<file path="src/rtl/pll_lock_ctrl_pkg.sv">
// Shared types and sizing helpers for the PLL lock sequencer.
package pll_ctrl_pkg;

    localparam logic [2:0] S_PLL_RST   = 3'd0;
    localparam logic [2:0] S_WAIT_LOCK = 3'd1;
    localparam logic [2:0] S_STABLE    = 3'd2;
    localparam logic [2:0] S_RUN       = 3'd3;
    localparam logic [2:0] S_FAIL      = 3'd4;

    typedef enum logic [2:0] {
        ST_PLL_RST   = S_PLL_RST,
        ST_WAIT_LOCK = S_WAIT_LOCK,
        ST_STABLE    = S_STABLE,
        ST_RUN       = S_RUN,
        ST_FAIL      = S_FAIL
    } state_e;

    // Bits needed to count 0..max(a,b,c)-1, never less than one.
    function automatic int unsigned cnt_width(input int unsigned a,
                                              input int unsigned b,
                                              input int unsigned c);
        int unsigned m;
        m = (a > b) ? a : b;
        m = (m > c) ? m : c;
        return (m < 2) ? 1 : $clog2(m);
    endfunction

    function automatic int unsigned retry_width(input int unsigned n);
        return (n < 1) ? 1 : $clog2(n + 1);
    endfunction

endpackage

</file>
<file path="src/rtl/pll_lock_ctrl_if.sv">
// Signal bundle between the lock sequencer and the PLL / downstream logic.
interface pll_lock_ctrl_if #(
    parameter int unsigned LOSS_W = 8
) ();
    logic              locked;
    logic              pll_areset;
    logic              sys_rst;
    logic              lock_ok;
    logic              fail;
    logic [LOSS_W-1:0] loss_cnt;

    modport master (
        input  locked,
        output pll_areset, sys_rst, lock_ok, fail, loss_cnt
    );

    modport slave (
        output locked,
        input  pll_areset, sys_rst, lock_ok, fail, loss_cnt
    );
endinterface

</file>
<file path="src/rtl/pll_lock_ctrl_sync_2ff.sv">
// Two-flop synchronizer; both stages clear on the synchronous reset.
module sync_2ff #(
    parameter int unsigned WIDTH = 1
) (
    input  logic             clk,
    input  logic             rst,
    input  logic [WIDTH-1:0] d_i,
    output logic [WIDTH-1:0] q_o
);
    logic [WIDTH-1:0] meta_q;
    logic [WIDTH-1:0] sync_q;

    always_ff @(posedge clk) begin
        if (rst) begin
            meta_q <= '0;
            sync_q <= '0;
        end else begin
            meta_q <= d_i;
            sync_q <= meta_q;
        end
    end

    assign q_o = sync_q;
endmodule

</file>
<file path="src/rtl/pll_lock_ctrl.sv">
// PLL reset/lock sequencer: retries on timeout, releases sys_rst after a stable lock window.
// Optional lock-loss counter enabled by defining PLL_LOCK_LOSS_CNT_EN.
module pll_lock_ctrl
    import pll_ctrl_pkg::*;
#(
    parameter int unsigned RST_CYC      = 4,
    parameter int unsigned LOCK_TIMEOUT = 1000,
    parameter int unsigned STABLE_CYC   = 64,
    parameter int unsigned MAX_RETRY    = 3,
    parameter int unsigned LOSS_W       = 8
) (
    input  logic           clk,
    input  logic           rst,
    pll_lock_ctrl_if.master bus
);
    localparam int unsigned CNT_W = cnt_width(RST_CYC, LOCK_TIMEOUT, STABLE_CYC);
    localparam int unsigned RTY_W = retry_width(MAX_RETRY);

    state_e            state_q, state_d;
    logic [CNT_W-1:0]  cnt_q, cnt_d;
    logic [RTY_W-1:0]  retry_q, retry_d;
    logic              locked_s;
    logic              pll_areset_q, sys_rst_q, lock_ok_q, fail_q;

    sync_2ff #(.WIDTH(1)) u_sync (
        .clk (clk),
        .rst (rst),
        .d_i (bus.locked),
        .q_o (locked_s)
    );

    always_comb begin
        state_d = state_q;
        cnt_d   = cnt_q;
        retry_d = retry_q;
        unique case (state_q)
            ST_PLL_RST: begin
                if (cnt_q == CNT_W'(RST_CYC - 1)) begin
                    state_d = ST_WAIT_LOCK;
                    cnt_d   = '0;
                end else begin
                    cnt_d = cnt_q + CNT_W'(1);
                end
            end
            ST_WAIT_LOCK: begin
                if (locked_s) begin
                    state_d = ST_STABLE;
                    cnt_d   = '0;
                end else if (cnt_q == CNT_W'(LOCK_TIMEOUT - 1)) begin
                    cnt_d = '0;
                    if (retry_q == RTY_W'(MAX_RETRY)) begin
                        state_d = ST_FAIL;
                    end else begin
                        state_d = ST_PLL_RST;
                        retry_d = retry_q + RTY_W'(1);
                    end
                end else begin
                    cnt_d = cnt_q + CNT_W'(1);
                end
            end
            ST_STABLE: begin
                // A drop during qualification restarts the lock wait without burning a retry.
                if (!locked_s) begin
                    state_d = ST_WAIT_LOCK;
                    cnt_d   = '0;
                end else if (cnt_q == CNT_W'(STABLE_CYC - 1)) begin
                    state_d = ST_RUN;
                    cnt_d   = '0;
                    retry_d = '0;
                end else begin
                    cnt_d = cnt_q + CNT_W'(1);
                end
            end
            ST_RUN: begin
                if (!locked_s) begin
                    state_d = ST_PLL_RST;
                    cnt_d   = '0;
                end
            end
            ST_FAIL: state_d = ST_FAIL;
            default: begin
                state_d = ST_PLL_RST;
                cnt_d   = '0;
            end
        endcase
    end

    // State, counters and outputs decoded from the next state so they move together.
    always_ff @(posedge clk) begin
        if (rst) begin
            state_q      <= ST_PLL_RST;
            cnt_q        <= '0;
            retry_q      <= '0;
            pll_areset_q <= 1'b1;
            sys_rst_q    <= 1'b1;
            lock_ok_q    <= 1'b0;
            fail_q       <= 1'b0;
        end else begin
            state_q      <= state_d;
            cnt_q        <= cnt_d;
            retry_q      <= retry_d;
            pll_areset_q <= (state_d == ST_PLL_RST) || (state_d == ST_FAIL);
            sys_rst_q    <= (state_d != ST_RUN);
            lock_ok_q    <= (state_d == ST_RUN);
            fail_q       <= (state_d == ST_FAIL);
        end
    end

    assign bus.pll_areset = pll_areset_q;
    assign bus.sys_rst    = sys_rst_q;
    assign bus.lock_ok    = lock_ok_q;
    assign bus.fail       = fail_q;

`ifdef PLL_LOCK_LOSS_CNT_EN
    logic              loss_evt;
    logic [LOSS_W-1:0] loss_q;

    assign loss_evt = (state_q == ST_RUN) && !locked_s;

    always_ff @(posedge clk) begin
        if (rst) begin
            loss_q <= '0;
        end else if (loss_evt && (loss_q != '1)) begin
            loss_q <= loss_q + LOSS_W'(1);
        end
    end

    assign bus.loss_cnt = loss_q;
`else
    assign bus.loss_cnt = '0;
`endif
endmodule

</file>
<file path="src/flat_wrapper.sv">
// flat-port wrapper written by rule: the top's interface ports become plain ports
module pll_lock_ctrl_flat import pll_ctrl_pkg::*;
#(
    parameter int unsigned RST_CYC      = 4,
    parameter int unsigned LOCK_TIMEOUT = 1000,
    parameter int unsigned STABLE_CYC   = 64,
    parameter int unsigned MAX_RETRY    = 3,
    parameter int unsigned LOSS_W       = 8
)
  (clk, rst, bus_locked, bus_pll_areset, bus_sys_rst, bus_lock_ok, bus_fail, bus_loss_cnt);
  pll_lock_ctrl_if #(.LOSS_W(LOSS_W)) bus_i ();
  input  logic clk;
  input  logic rst;
  input wire logic [$bits(bus_i.locked)-1:0] bus_locked;
  output wire logic [$bits(bus_i.pll_areset)-1:0] bus_pll_areset;
  output wire logic [$bits(bus_i.sys_rst)-1:0] bus_sys_rst;
  output wire logic [$bits(bus_i.lock_ok)-1:0] bus_lock_ok;
  output wire logic [$bits(bus_i.fail)-1:0] bus_fail;
  output wire logic [$bits(bus_i.loss_cnt)-1:0] bus_loss_cnt;
  assign bus_i.locked = bus_locked;
  assign bus_pll_areset = bus_i.pll_areset;
  assign bus_sys_rst = bus_i.sys_rst;
  assign bus_lock_ok = bus_i.lock_ok;
  assign bus_fail = bus_i.fail;
  assign bus_loss_cnt = bus_i.loss_cnt;
  pll_lock_ctrl #(.RST_CYC(RST_CYC), .LOCK_TIMEOUT(LOCK_TIMEOUT), .STABLE_CYC(STABLE_CYC), .MAX_RETRY(MAX_RETRY), .LOSS_W(LOSS_W)) u_core (.clk(clk), .rst(rst), .bus(bus_i));
endmodule
</file>
<file path="config.mk">
export PLATFORM = sky130hd
export DESIGN_NAME = pll_lock_ctrl_flat
export DESIGN_NICKNAME = d
export VERILOG_FILES = /design/src/rtl/pll_lock_ctrl_pkg.sv /design/src/rtl/pll_lock_ctrl_if.sv /design/src/rtl/pll_lock_ctrl_sync_2ff.sv /design/src/rtl/pll_lock_ctrl.sv /design/src/flat_wrapper.sv
export SDC_FILE = /design/constraint.sdc
export NUM_CORES = 1
export LEC_CHECK = 0
export CORE_ASPECT_RATIO = 1.4
export CORE_MARGIN = 3
export CORE_UTILIZATION = 48
export DETAILED_ROUTE_END_ITERATION = 10
export PLACE_DENSITY = 0.83
export SLEW_MARGIN = 10
export SYNTH_ARGS = -nofsm -noshare
export SYNTH_HDL_FRONTEND = slang
export SYNTH_SLANG_ARGS = --single-unit
export TNS_END_PERCENT = 30
</file>
<file path="constraint.sdc">
create_clock -name clk -period 2 [get_ports clk]
set_input_delay 0.6 -clock clk [delete_from_list [all_inputs] [get_ports clk]]
set_output_delay 0.6 -clock clk [all_outputs]
set_load 0.01 [all_outputs]
</file>
== Yosys cells after proc, flatten, opt, wreduce, memory -nomap -nowiden ==
Index checks and enable logic that the tools add are counted.
W data, S select, Z words.
Word-level totals
  word-level logic and storage cells: 56
  bits in registers: 21
  output and inout port bits: 12
Cells by class
  reduce and logical (&&, ||, !) cells: 6
  equal/unequal tests: 17
  bitwise logic cells: 1
  multiplexer cells: 21
  add/subtract/negate cells: 2
Operator list (number)
  $mux W10: 6
  $pmux W10 S5: 1
  $mux W3: 7
  $pmux W3 S5: 1
  $add A10 B1 Y10 const B: 1
  $eq A10 B10 Y1 const B: 1
  $eq A10 B2 Y1 const B: 1
  $eq A10 B6 Y1 const B: 1
  $mux W2: 5
  $eq A3 B2 Y1 const B: 3
  $ne A2 B2 Y1 const B: 4
  $eq A3 B3 Y1 const B: 2
  $logic_not A3 Y1: 2
  $reduce_and A6 Y1: 1
  $ne A2 B1 Y1 const B: 2
  $pmux W2 S2: 1
  $eq A3 B1 Y1 const B: 1
  $ne A3 B2 Y1 const B: 1
  $add A2 B1 Y2 const B: 1
  $eq A2 B2 Y1 const B: 1
  $reduce_and A2 Y1: 1
  $reduce_bool A2 Y1: 1
  $logic_or A1 B1 Y1: 1
  $not A1 Y1: 1

== Depth between registers and ports, before layout ==
  word-level depth: 7
  mapped depth: 6

== Cells and area by module ==
A second synthesis with hierarchy kept.
Unflattened totals
  cells, all modules: 139
  area, all modules: 1204.9 um2
Modules (own cells, without submodules)
  pll_lock_ctrl: area an instance 1152.4 um2, cells each 135, times used 1
  sync_2ff: area an instance 52.6 um2, cells each 4, times used 1

== Worst setup path after synthesis ==
No wires, ideal clock.
  kind: register to register
  from: register u_core.cnt_q[0]
  to: register u_core.cnt_q[9]
  stages on the path, launching flop included: 7
  data arrival time: 1.819 ns
  path buffers: 0
  setup slack: 0.049 ns
  library setup time: 0.133 ns
  cell sequence: dfxtp_1 ha_1 or3b_2 o31ai_2 o211ai_4 or3b_1 a31oi_1
On the way
  word-level cells in the longest chain between the ends: 4
  elaborated cells between the ends (all ways): 10
  those cells by class: add/sub (1); eq/ne (3); mux (6)
RTL lines
  start, declared: RTL line pll_lock_ctrl.sv:20  | logic [CNT_W-1:0] cnt_q, cnt_d;
  start signal, assigned: RTL line pll_lock_ctrl.sv:100  | cnt_q <= cnt_d;
  $add A10 B1 Y10 (tied with other cells): RTL line pll_lock_ctrl.sv:42, pll_lock_ctrl.sv:58, pll_lock_ctrl.sv:71
  $mux W10, on equally long branches: RTL line pll_lock_ctrl.sv:66, pll_lock_ctrl.sv:49
  $mux W10, on equally long branches: RTL line pll_lock_ctrl.sv:63, pll_lock_ctrl.sv:46
  $pmux W10 S5 (*): RTL line pll_lock_ctrl.sv:36  | unique case (state_q)
Mark *: on every way between the ends. The rest lies on a longest branch, timed or not.
A chain may end at the register's enable or synchronous reset.

== Worst setup path after layout ==
  from: register u_core.cnt_q[6]
  to: register u_core.sys_rst_q (netlist: u_core.bus.sys_rst)
On the way
  word-level cells in the longest chain between the ends: 5
  elaborated cells between the ends (all ways): 10
  those cells by class: eq/ne (4); mux (6)
RTL lines
  $eq A10 B6 Y1 or $eq A10 B10 Y1 (tied branches): RTL line pll_lock_ctrl.sv:66, pll_lock_ctrl.sv:49
  $mux W3, on equally long branches: RTL line pll_lock_ctrl.sv:66, pll_lock_ctrl.sv:49
  $mux W3, on equally long branches: RTL line pll_lock_ctrl.sv:63, pll_lock_ctrl.sv:46
  $pmux W3 S5 (*): RTL line pll_lock_ctrl.sv:36
  $ne A3 B2 Y1 (*): RTL line pll_lock_ctrl.sv:103  | sys_rst_q <= (state_d != ST_RUN);
  end signal, assigned: RTL line pll_lock_ctrl.sv:103
  end, declared: RTL line pll_lock_ctrl.sv:23  | logic pll_areset_q, sys_rst_q, lock_ok_q, fail_q;
Marked as above.

==> results.toml <==
[global_routing]
grt_max_degree = 12
grt_pass1_wl_um = 4190
overflow = 0
antenna_found_initial = 0
grt_pass1_vias = 1071
grt_use_total_pct = 18.8

[timing]
finalSetupViolCount = 0
post-route-min-period_ns = 1.92
hold_viol = 0
finalClockSkew_ns = 0.00602
fmax_mhz = 521
period_share_pct = 95.9
rsz0062_at_grt = "true"
finalMaxSlewViolations = 0

[drt]
avgRoutedWirePerCell_um = 14.0
ant_nets = 0
remaining_drc_errors = 0
vias_per_cell = 5.91
first_pass_iters = 4
vias = 1070
routed_wirelength_um = 2530
drt_iter0_drc = 35

[yosys]
postSynthCellCount = 141
synth_edf_count = 0
ys.flop_type = "dfxtp_1"
yosys_warnings = 0
synth_cell_types = 44
synthArstFlopShare_pct = 0
syn_area_mm2 = 0.00115
synth_seq_cells = 21
seq_area_frac_synth_pct = 36.4
synth.avg_cell_area_um2 = 8.19

[clock_tree]
htree_levels = 1
cts_tree = "yes"
cts_buffer_depth = 2
clkTransAtPathRegs_ns = 0.11
clock_sinks = 21
cts_setup_buffers = 0
clock_latency_ns = 0.30
cts_made_buffers = 3
hold_buffers = 0
clock-root-buffer = "clkbuf_4"

[run]
drv_cap = 0

[critical_path]
crit_arrival_ns = 2.12
cp-end-kind = "flop"
path_max_fanout = 4
start_kind = "flop"
worstPathRequired_ns = 2.20
worstSetupPathType = "reg2reg"

[finish]
area_growth_pct = 16.5
seq_area_um2 = 422
finish.net_count = 165
antenna_cells = 0
drive_gt1_share_pct = 18.9
multiInputGateArea_um2 = 686
finalNonFillerCells = 181
n_fill_cell = 197

[power_and_ir_drop]
p_leak_nw = 0.552
power_density_mw_per_mm2 = 588
power_frac_seq_pct = 56.8
switching_share_pct = 26.8
power_mw = 0.791
p_sw_mw = 0.212
p_comb_share_pct = 18.1
ir_drop_mv = 0.441
clkPwrFrac_pct = 25.0
p_int_mw = 0.579

[die]
initial_utilization_pct = 51.9
die_w_um = 47.5
core.rowCount = 20
die_y_um = 64.0
pin_count = 15
coreArea_mm2 = 0.00223
die_area_mm2 = 0.00304

[place]
placedCellCount = 177
dp_hpwl_um = 1920
place_congestion = 0.876
io_buffers = 6

[run_status]
outcome = "finished clean"

[min_path]
hold_class = "reg2reg"
-- state kept, by name, indices dropped and copies added (netlist names) --
signal,flops
u_core.bus.fail,1
u_core.bus.lock_ok,1
u_core.bus.pll_areset,1
u_core.bus.sys_rst,1
u_core.cnt_q,10
u_core.retry_q,2
u_core.state_q,3
u_core.u_sync.meta_q,1
u_core.u_sync.q_o,1
-- Yosys cell counts, types with 2 or more instances --
library cell	n	area, µm²
nor2_1	15	56.3
inv_1	3	11.3
ha_1	2	25.0
nor3_1	4	20.0
nor3b_1	2	15.0
a21oi_1	9	45.0
clkbuf_1	3	11.3
nand3_1	10	50.1
buf_4	9	67.6
o21ai_0	6	30.0
nand2_1	15	56.3
nor2b_1	2	12.5
a31oi_1	3	18.8
dfxtp_1	21	420
a211oi_1	2	15.0
or3b_1	2	17.5
and3_1	5	31.3
nor4_1	2	12.5
-- layout by cell type, fill, tap and decap left out, types with 2 or more instances in the layout --
cell type	instances
conb_1	8
dfxtp_1	20
buf_4	15
or3b_1	2
inv_1	3
a21oi_1	9
nor2b_1	2
nand2_1	15
a31oi_1	3
nor4_1	2
nor3_1	3
nor2_1	15
clkbuf_4	3
nor3b_1	2
a211oi_1	2
clkdlybuf4s50_1	6
o21ai_0	6
ha_1	2
and3_1	5
nand3_1	10
-- worst max-delay path, cell delays in order, from the launching register on --
cell	delay, ns
dfxtp_1	0.34
or4_4	0.58
or4_1	0.43
o21ai_0	0.12
o21ba_2	0.21
nand2b_1	0.14
-- final cells by class --
class | count | area share [%]
clock buffers | 4 | 1.95
inverters | 3 | 0.837
repair buffers | 21 | 12.8
well taps | 22 | 2.05
flip-flops and latches | 21 | 31.3
multi-input cells | 110 | 51.0
-- power by group through the flow --
stage | Sequential [mW] | Combinational [mW] | Clock, mW
final | 0.449 | 0.144 | 0.198
after detailed placement | 0.458 | 0.132 | 0
after global placement | 0.456 | 0.128 | 0
after CTS | 0.448 | 0.139 | 0.204
after floorplan | 0.454 | 0.108 | 0
after global routing | 0.453 | 0.160 | 0.220
-- through the flow --
step	utilization [%]	area [µm²]	worst slack, ns	setup TNS [ns]	hold slack, ns
CTS	59.6	1330	0.00847	0	0.458
finish	60.4	1350	0.0819	0	0.452
floorplan	-	1180	0.0485	0	0.414
global placement	57.8	1290	0.0815	0	0.419
detailed placement	57.8	1290	-0.0106	-0.0106	0.433
global route	60.4	1350	-0.00301	-0.00301	0.482
-- path summary, 6_finish.rpt --
| kind | from | end | slack [ns] | cells past startpoint |
|---|---|---|---|---|
| worst max-delay path | u_core.cnt_q[6] | u_core.bus.sys_rst | 0.08 | 5 |
| worst min register to register | u_core.u_sync.meta_q | u_core.u_sync.q_o | 0.45 | 1 |
| worst max register to register | u_core.cnt_q[6] | u_core.bus.sys_rst | 0.08 | 5 |
| worst min-delay path | u_core.u_sync.meta_q | u_core.u_sync.q_o | 0.45 | 1 |
-- kinds of logic (layout without fill, tap and decap cells) --
family / after synthesis / in the layout / synth area share [%]
DFF: 21 / 21 / 36.4
adders and majority gates: 2 / 2 / 2.17
other: 1 / 8 / 0.325
AOI/OAI and AO/OA: 29 / 29 / 17.9
buffers and inverters: 17 / 28 / 9.21
and+or+nand+nor: 71 / 71 / 34.0
-- what timing repair did --
item,in CTS,in global routing
gates cloned,0,0
gates resized for setup,2,4
endpoints found under the setup margin,2,14
-- layer usage --
metal | global-route usage (%) | up-vias | routed length [µm]
met5 | 0 | - | 0
met4 | 11.8 | 0 | 84
met3 | 3.38 | 8 | 110
met2 | 33.6 | 33 | 1440
met1 | 18.1 | 508 | 900
li1 | - | 521 | -
(Power assumes the default switching activity.)
